**src/rtl/blue_ctrl_if.sv**
```systemverilog
// Bus bundle for blue_ctrl: key inputs, scan coordinates in, sprite
// address / state / position out.
// master = scan/keyboard side, slave = blue_ctrl.
interface blue_ctrl_if;
    logic        key_left;
    logic        key_right;
    logic        key_jump;
    logic [9:0]  col;
    logic [9:0]  row;
    logic [11:0] blue;
    logic        blue_on;
    logic [2:0]  blue_state;
    logic [9:0]  pos_x;
    logic [9:0]  pos_y;

    modport master (
        output key_left, key_right, key_jump, col, row,
        input  blue, blue_on, blue_state, pos_x, pos_y
    );

    modport slave (
        input  key_left, key_right, key_jump, col, row,
        output blue, blue_on, blue_state, pos_x, pos_y
    );
endinterface

```
**src/rtl/blue_ctrl.sv**
```systemverilog
// blue_ctrl: motion and sprite-address generator for the blue character.
// Keys are sampled once per move tick; x saturates inside the screen,
// y follows a ground/rise/fall jump FSM. For every scan pixel a registered
// unflipped sprite ROM address and an inside flag are produced.
// Optional feature macro: BLUE_DOUBLE_JUMP_EN (one mid-air re-jump on a
// rising edge of key_jump, re-armed on landing).
module blue_ctrl #(
    parameter int SPR_W    = 47,
    parameter int SPR_H    = 64,
    parameter int SCR_W    = 640,
    parameter int X_INIT   = 100,
    parameter int Y_GROUND = 416,
    parameter int STEP     = 2,
    parameter int JUMP_V0  = 12,
    parameter int GRAV     = 1,
    parameter int TICK_DIV = 833333
) (
    input  logic        clk,
    input  logic        rst_n,
    blue_ctrl_if.slave  bus
);

    localparam int TW    = (TICK_DIV > 1) ? $clog2(TICK_DIV) : 1;
    localparam int X_MAX = SCR_W - SPR_W;

    localparam logic signed [11:0] Y_GND = 12'(Y_GROUND);
    localparam logic signed [11:0] V0    = 12'(JUMP_V0);
    localparam logic signed [11:0] G     = 12'(GRAV);

    typedef enum logic [1:0] {
        ST_GROUND = 2'd0,
        ST_RISE   = 2'd1,
        ST_FALL   = 2'd2
    } vstate_e;

    logic [TW-1:0]      tick_cnt_q;
    logic               tick;

    logic [9:0]         x_q, x_d;
    logic               facing_q, facing_d;
    logic               move_q, move_d;

    vstate_e            vs_q, vs_d;
    logic signed [11:0] y_q, y_d;
    logic signed [11:0] vy_q, vy_d;
    logic signed [11:0] vy_dec;
    logic signed [11:0] vy_inc;
    logic signed [11:0] y_sum;

    logic [11:0]        blue_q, blue_d;
    logic               blue_on_q, blue_on_d;

`ifdef BLUE_DOUBLE_JUMP_EN
    logic               jump_prev_q, jump_prev_d;
    logic               armed_q, armed_d;
    logic               jump_edge;
`endif

    assign tick = (tick_cnt_q == TW'(TICK_DIV - 1));

    // Free-running move-tick divider; restarts at 0 on reset.
    always_ff @(posedge clk or negedge rst_n) begin
        if (!rst_n) begin
            tick_cnt_q <= '0;
        end else if (tick) begin
            tick_cnt_q <= '0;
        end else begin
            tick_cnt_q <= tick_cnt_q + TW'(1);
        end
    end

    // Horizontal motion: one key held moves and sets facing, else idle.
    always_comb begin
        x_d      = x_q;
        facing_d = facing_q;
        move_d   = move_q;
        if (tick) begin
            if (bus.key_left ^ bus.key_right) begin
                move_d = 1'b1;
                if (bus.key_right) begin
                    facing_d = 1'b1;
                    x_d = (x_q >= 10'(X_MAX - STEP)) ? 10'(X_MAX) : x_q + 10'(STEP);
                end else begin
                    facing_d = 1'b0;
                    x_d = (x_q <= 10'(STEP)) ? 10'd0 : x_q - 10'(STEP);
                end
            end else begin
                move_d = 1'b0;
            end
        end
    end

    assign vy_dec = vy_q - G;
    assign vy_inc = vy_q + G;
    assign y_sum  = y_q + vy_q;

`ifdef BLUE_DOUBLE_JUMP_EN
    assign jump_edge = bus.key_jump & ~jump_prev_q & armed_q;
`endif

    // Vertical jump FSM: next state, next y and next vertical speed.
    always_comb begin
        vs_d = vs_q;
        y_d  = y_q;
        vy_d = vy_q;
`ifdef BLUE_DOUBLE_JUMP_EN
        jump_prev_d = jump_prev_q;
        armed_d     = armed_q;
`endif
        if (tick) begin
            case (vs_q)
                ST_GROUND: begin
                    if (bus.key_jump) begin
                        vs_d = ST_RISE;
                        vy_d = V0;
                    end
                end
                ST_RISE: begin
                    // Clamp at the top of the screen instead of going negative.
                    if (y_q < vy_q) begin
                        y_d  = '0;
                        vy_d = '0;
                        vs_d = ST_FALL;
                    end else begin
                        y_d  = y_q - vy_q;
                        vy_d = vy_dec;
                        if (vy_dec <= 12'sd0) begin
                            vs_d = ST_FALL;
                        end
                    end
                end
                ST_FALL: begin
                    if (y_sum >= Y_GND) begin
                        y_d  = Y_GND;
                        vy_d = '0;
                        vs_d = ST_GROUND;
                    end else begin
                        y_d  = y_sum;
                        vy_d = (vy_inc > V0) ? V0 : vy_inc;
                    end
                end
                default: begin
                    vs_d = ST_GROUND;
                    y_d  = Y_GND;
                    vy_d = '0;
                end
            endcase
`ifdef BLUE_DOUBLE_JUMP_EN
            // A landing tick takes priority; the re-jump only applies in the air.
            if ((vs_q != ST_GROUND) && (vs_d != ST_GROUND) && jump_edge) begin
                vs_d    = ST_RISE;
                y_d     = y_q;
                vy_d    = V0;
                armed_d = 1'b0;
            end
            if ((vs_q != ST_GROUND) && (vs_d == ST_GROUND)) begin
                armed_d = 1'b1;
            end
            jump_prev_d = bus.key_jump;
`endif
        end
    end

    // Motion state registers, updated only through the tick-gated next values.
    always_ff @(posedge clk or negedge rst_n) begin
        if (!rst_n) begin
            x_q      <= 10'(X_INIT);
            facing_q <= 1'b1;
            move_q   <= 1'b0;
            vs_q     <= ST_GROUND;
            y_q      <= Y_GND;
            vy_q     <= '0;
        end else begin
            x_q      <= x_d;
            facing_q <= facing_d;
            move_q   <= move_d;
            vs_q     <= vs_d;
            y_q      <= y_d;
            vy_q     <= vy_d;
        end
    end

`ifdef BLUE_DOUBLE_JUMP_EN
    // Previous tick-sampled jump key and the once-per-airtime allowance.
    always_ff @(posedge clk or negedge rst_n) begin
        if (!rst_n) begin
            jump_prev_q <= 1'b0;
            armed_q     <= 1'b1;
        end else begin
            jump_prev_q <= jump_prev_d;
            armed_q     <= armed_d;
        end
    end
`endif

    // Sprite hit test and row-major ROM address for the current scan pixel.
    always_comb begin
        logic [10:0] col_e, row_e, px_e, py_e;
        logic [9:0]  dx, dy;
        logic        in_x, in_y;
        col_e     = {1'b0, bus.col};
        row_e     = {1'b0, bus.row};
        px_e      = {1'b0, x_q};
        py_e      = {1'b0, y_q[9:0]};
        in_x      = (col_e >= px_e) && (col_e < px_e + 11'(SPR_W));
        in_y      = (row_e >= py_e) && (row_e < py_e + 11'(SPR_H));
        dx        = bus.col - x_q;
        dy        = bus.row - y_q[9:0];
        blue_on_d = in_x && in_y;
        blue_d    = '0;
        if (in_x && in_y) begin
            blue_d = 12'(int'(dy) * SPR_W + int'(dx));
        end
    end

    // Address output registers: one clock behind col/row.
    always_ff @(posedge clk or negedge rst_n) begin
        if (!rst_n) begin
            blue_q    <= '0;
            blue_on_q <= 1'b0;
        end else begin
            blue_q    <= blue_d;
            blue_on_q <= blue_on_d;
        end
    end

    assign bus.blue       = blue_q;
    assign bus.blue_on    = blue_on_q;
    assign bus.pos_x      = x_q;
    assign bus.pos_y      = y_q[9:0];
    assign bus.blue_state = {(vs_q != ST_GROUND) ? 2'b10 : (move_q ? 2'b01 : 2'b00),
                             facing_q};

endmodule
```
**src/flat_wrapper.sv**
```systemverilog
// flat-port wrapper written by rule: the top's interface ports become plain ports
module blue_ctrl_flat 
#(
    parameter int SPR_W    = 47,
    parameter int SPR_H    = 64,
    parameter int SCR_W    = 640,
    parameter int X_INIT   = 100,
    parameter int Y_GROUND = 416,
    parameter int STEP     = 2,
    parameter int JUMP_V0  = 12,
    parameter int GRAV     = 1,
    parameter int TICK_DIV = 833333
)
  (clk, rst_n, bus_key_left, bus_key_right, bus_key_jump, bus_col, bus_row, bus_blue, bus_blue_on, bus_blue_state, bus_pos_x, bus_pos_y);
  blue_ctrl_if bus_i ();
  input  logic clk;
  input  logic rst_n;
  input wire logic [$bits(bus_i.key_left)-1:0] bus_key_left;
  input wire logic [$bits(bus_i.key_right)-1:0] bus_key_right;
  input wire logic [$bits(bus_i.key_jump)-1:0] bus_key_jump;
  input wire logic [$bits(bus_i.col)-1:0] bus_col;
  input wire logic [$bits(bus_i.row)-1:0] bus_row;
  output wire logic [$bits(bus_i.blue)-1:0] bus_blue;
  output wire logic [$bits(bus_i.blue_on)-1:0] bus_blue_on;
  output wire logic [$bits(bus_i.blue_state)-1:0] bus_blue_state;
  output wire logic [$bits(bus_i.pos_x)-1:0] bus_pos_x;
  output wire logic [$bits(bus_i.pos_y)-1:0] bus_pos_y;
  assign bus_i.key_left = bus_key_left;
  assign bus_i.key_right = bus_key_right;
  assign bus_i.key_jump = bus_key_jump;
  assign bus_i.col = bus_col;
  assign bus_i.row = bus_row;
  assign bus_blue = bus_i.blue;
  assign bus_blue_on = bus_i.blue_on;
  assign bus_blue_state = bus_i.blue_state;
  assign bus_pos_x = bus_i.pos_x;
  assign bus_pos_y = bus_i.pos_y;
  blue_ctrl #(.SPR_W(SPR_W), .SPR_H(SPR_H), .SCR_W(SCR_W), .X_INIT(X_INIT), .Y_GROUND(Y_GROUND), .STEP(STEP), .JUMP_V0(JUMP_V0), .GRAV(GRAV), .TICK_DIV(TICK_DIV)) u_core (.clk(clk), .rst_n(rst_n), .bus(bus_i));
endmodule
```
**config.mk**
```make
export PLATFORM = sky130hd
export DESIGN_NAME = blue_ctrl_flat
export DESIGN_NICKNAME = d
export VERILOG_FILES = /design/src/rtl/blue_ctrl_if.sv /design/src/rtl/blue_ctrl.sv /design/src/flat_wrapper.sv
export SDC_FILE = /design/constraint.sdc
export NUM_CORES = 1
export LEC_CHECK = 0
export ABC_AREA = 1
export BUFFER_PORTS_ARGS = -buffer_cell sky130_fd_sc_hd__buf_4
export CAP_MARGIN = 15
export CORE_AREA = 2 2 174 176
export CTS_BUF_LIST = sky130_fd_sc_hd__clkbuf_8
export DETAILED_ROUTE_END_ITERATION = 10
export DIE_AREA = 0 0 176 178
export PLACE_DENSITY = 0.54
export RECOVER_POWER = 100
export SYNTH_ARGS = -nofsm -noshare
export SYNTH_HDL_FRONTEND = slang
export SYNTH_SLANG_ARGS = --single-unit
export TNS_END_PERCENT = 20
```
**constraint.sdc**
```tcl
create_clock -name clk -period 4.87 [get_ports clk]
set_input_delay 0.487 -clock clk [delete_from_list [all_inputs] [get_ports clk]]
set_output_delay 0.487 -clock clk [all_outputs]
set_load 0.01 [all_outputs]
```
==> results.toml <==
[timing]
hold_viol_final = 0
finalSetupTns_ns = -0.1899
fin_ws_ns = -0.06340
fin_crit_ns = 4.933
finClkSkew_ns = 0.01522
fin_crit_sh_pct = 101.3
fmax_mhz = 202.7
max_slew_margin_pct = -55.96
tightest_slew_ns = 2.339
grt_setup_unrepaired = "yes"
slew_violations = 74
finalSetupViolations = 5

[power]
switching_share_pct = 41.77
power.leakage_uw = 0.005391
combPwrFrac_pct = 66.4
netSwitchingPower_uw = 1459
peakVddDrop_mv = 0.3451
p_int_uw = 2034
power_frac_seq_pct = 17.2
power_per_cell_area_nw_per_um2 = 337.7
pwr-share-clk_pct = 16.4

[placement]
placed_cells_incl_taps = 1732
pre_cts_slack_ns = -0.4294
gp_congestion = 0.9013
place.port_buffers = 60
dp_hpwl_um = 19740
dpl_cell_area_um2 = 9935

[drt]
detail-route-antenna-nets = 0
route.detailed.drc = 0
wl_per_cell_um = 14.08
via_per_inst = 4.654
wirelength_um = 24780
first_pass_iters = 5
vias = 8191
drt_iter0_markers = 421

[synthesis]
syn_area_um2 = 8727
synth_seq_cells = 71
synth_area_leaders = "dfrtp_1 18%, ha_1 15%, nand2_1 13%"
yosys_warnings = 0
synth_nets = 1421
yosysMostFrequentCell = "nand2_1"
yosysSeqAreaShare_pct = 20.46
synth_edf_count = 0
synthCells = 1262
postSynthAreaPerCell_um2 = 6.915
async_flop_share_pct = 100.0
synth_top_cell_area_share_pct = 18.35
ys.flop_type = "dfrtp_1"
synth_commonest_cells = "311 x nand2_1, 211 x inv_1, 104 x ha_1"
ys_types = 52
synth_area_leader_cell = "dfrtp_1"

[cts]
cts_root_buffer = "clkbuf_8"
htreeDepth = 3
clock_latency_ns = 0.39
cts_tree = "yes"
cts_sinks = 71
cts_buffer_depth = 2
path_clk_slew_ns = 0.10
cts_buffers = 9
cts_hold_repair.buffers = 0

[layout]
layout.nets = 1524
area_delta_synth_final_pct = 18.55
diodes = 0
drive_gt1_share_pct = 14.60
fin_util_pct = 35.19
fill_cells = 3156
final_cells = 1760
final_cell_area_um2 = 10350

[die]
core_area_um2 = 29400
die_area_um2 = 31330
start_util_pct = 29.68
io-pin-count = 61
dieWidth_um = 176
row_count = 63
fp.dieH_um = 178

[critical_path]
cp_max_fo = 4
start_kind = "flip-flop"
cp_top_family = "adder cells"
end_kind = "flip-flop"
worstPathArrival_ns = 5.19
slowest_delay_ns = 0.58
path_class = "reg -> reg"
timing.critical_path.buf_inv = 5
cpMaxStageDelayCell = "fa_1"
cp.required_ns = 5.12

[global_route]
grt_pass1_vias = 8012
grt_pass1_wl_um = 40550
grt_use_total_pct = 16.19
antenna_found_initial = 0
grt_overflow_total = 0
grt_max_degree = 38

[run]
maxCapViolations = 2

[status]
outcome = "finished with violations"
violations = "max-capacitance violations, max-slew violations, negative setup slack"

[min_path]
hp-class = "in -> reg"
## final timing paths
kind,depth (start not counted),to,start,slack [ns]
min reg2reg,2,u_core.facing_q,u_core.facing_q,0.47
min,3,u_core.facing_q,bus_key_right,0.39
max in group asynchronous,2,u_core.y_q[1],rst_n,1.22
max,25,u_core.bus.blue[11],u_core.y_q[0],-0.06
min in group asynchronous,1,u_core.y_q[10],rst_n,0.80
max reg2reg,25,u_core.bus.blue[11],u_core.y_q[0],-0.06
## power groups by stage
stage	Combinational (uW)	Clock (uW)	Sequential [uW]
6_report	2320	571	601
5_1_grt	2630	607	602
4_1_cts	2280	588	601
3_5_place_dp	1980	0	613
3_3_place_gp	1960	0	613
2_1_floorplan	1210	0	617
## metrics by stage
stage | total power [uW] | hold WS (ns)
final | 3493 | 0.3944
after global routing | 3839 | 0.4101
after CTS | 3467 | 0.1064
after detailed placement | 2593 | 0.4665
after global placement | 2571 | 0.4640
after floorplan | 1829 | 0.1914
## cell type report
class / count / area [um2] / share of cell area, %
clock buffers: 9 / 123.9 / 1.197
clock inverters: 7 / 96.34 / 0.9312
inverters: 219 / 822.0 / 7.945
multi-input cells: 932 / 6162 / 59.56
flip-flops and latches: 71 / 1787 / 17.27
well taps: 390 / 488.0 / 4.716
repair buffers: 132 / 867.1 / 8.381
## state kept, by name, indices dropped and copies added, names as in the netlist, 2 cells and up
name               count
u_core.vy_q           12
u_core.bus.blue       12
u_core.tick_cnt_q     20
u_core.bus.pos_x      10
u_core.y_q            12
u_core.vs_q            2
## placed cells by master, fill, tap and decap left out, types with 3 or more instances in the layout
| master | n |
|---|---|
| nand2_1 | 305 |
| inv_1 | 206 |
| buf_4 | 95 |
| ha_1 | 92 |
| nor2_1 | 89 |
| nand3_1 | 83 |
| dfrtp_1 | 63 |
| o21ai_0 | 55 |
| a21oi_1 | 51 |
| xor2_1 | 49 |
| clkbuf_1 | 35 |
| fa_1 | 29 |
| nor3_1 | 25 |
| nand4_1 | 24 |
| inv_2 | 13 |
| ha_4 | 10 |
| a21oi_2 | 9 |
| clkbuf_8 | 9 |
| nand2_2 | 8 |
| nor2_2 | 8 |
| a21o_1 | 7 |
| xnor2_1 | 7 |
| a31oi_1 | 7 |
| nand3_2 | 7 |
| o21ai_1 | 7 |
| or2_2 | 5 |
| o22ai_1 | 5 |
| nor3_2 | 4 |
| o21bai_1 | 4 |
| xor2_2 | 4 |
| dfstp_1 | 4 |
| a41oi_1 | 3 |
| nor3b_1 | 3 |
| o21a_1 | 3 |
| dfstp_2 | 3 |
## routing by layer
metal  wire length [um]  part of all wire [%]  track usage [%]  vias up
met2              11560                    47            26.92      144
met1              11810                    48            21.59     3788
met5                  0                     0                0        -
met3                849                   3.4            2.451       33
met4                555                   2.2            5.303        0
li1                   -                     -                -     4226
## tightest hold or removal path, stage by stage
cell and delay (ns):
buf_4 0.13, nand2_1 0.11, nand2_1 0.06
## kinds of logic (layout without fill, tap and decap cells)
family	count (synthesis)	in the layout	synth area share (%)
AO/OA/AOI/OAI	162	162	10.44
XOR/XNOR	62	62	6.308
adder cells (fa/ha/maj)	134	134	21.79
buffers and inverters	259	367	12.39
flip-flops	71	71	20.46
AND/OR/NAND/NOR	574	574	28.62
## repair_timing
| item | CTS | global route |
|---|---|---|
| pin swaps | 34 | 3 |
| resized for setup | 43 | 8 |
| setup buffers | 12 | 0 |
| setup endpoints to repair | 5 | 6 |
No activity file was read; power rests on OpenSTA's default activity.
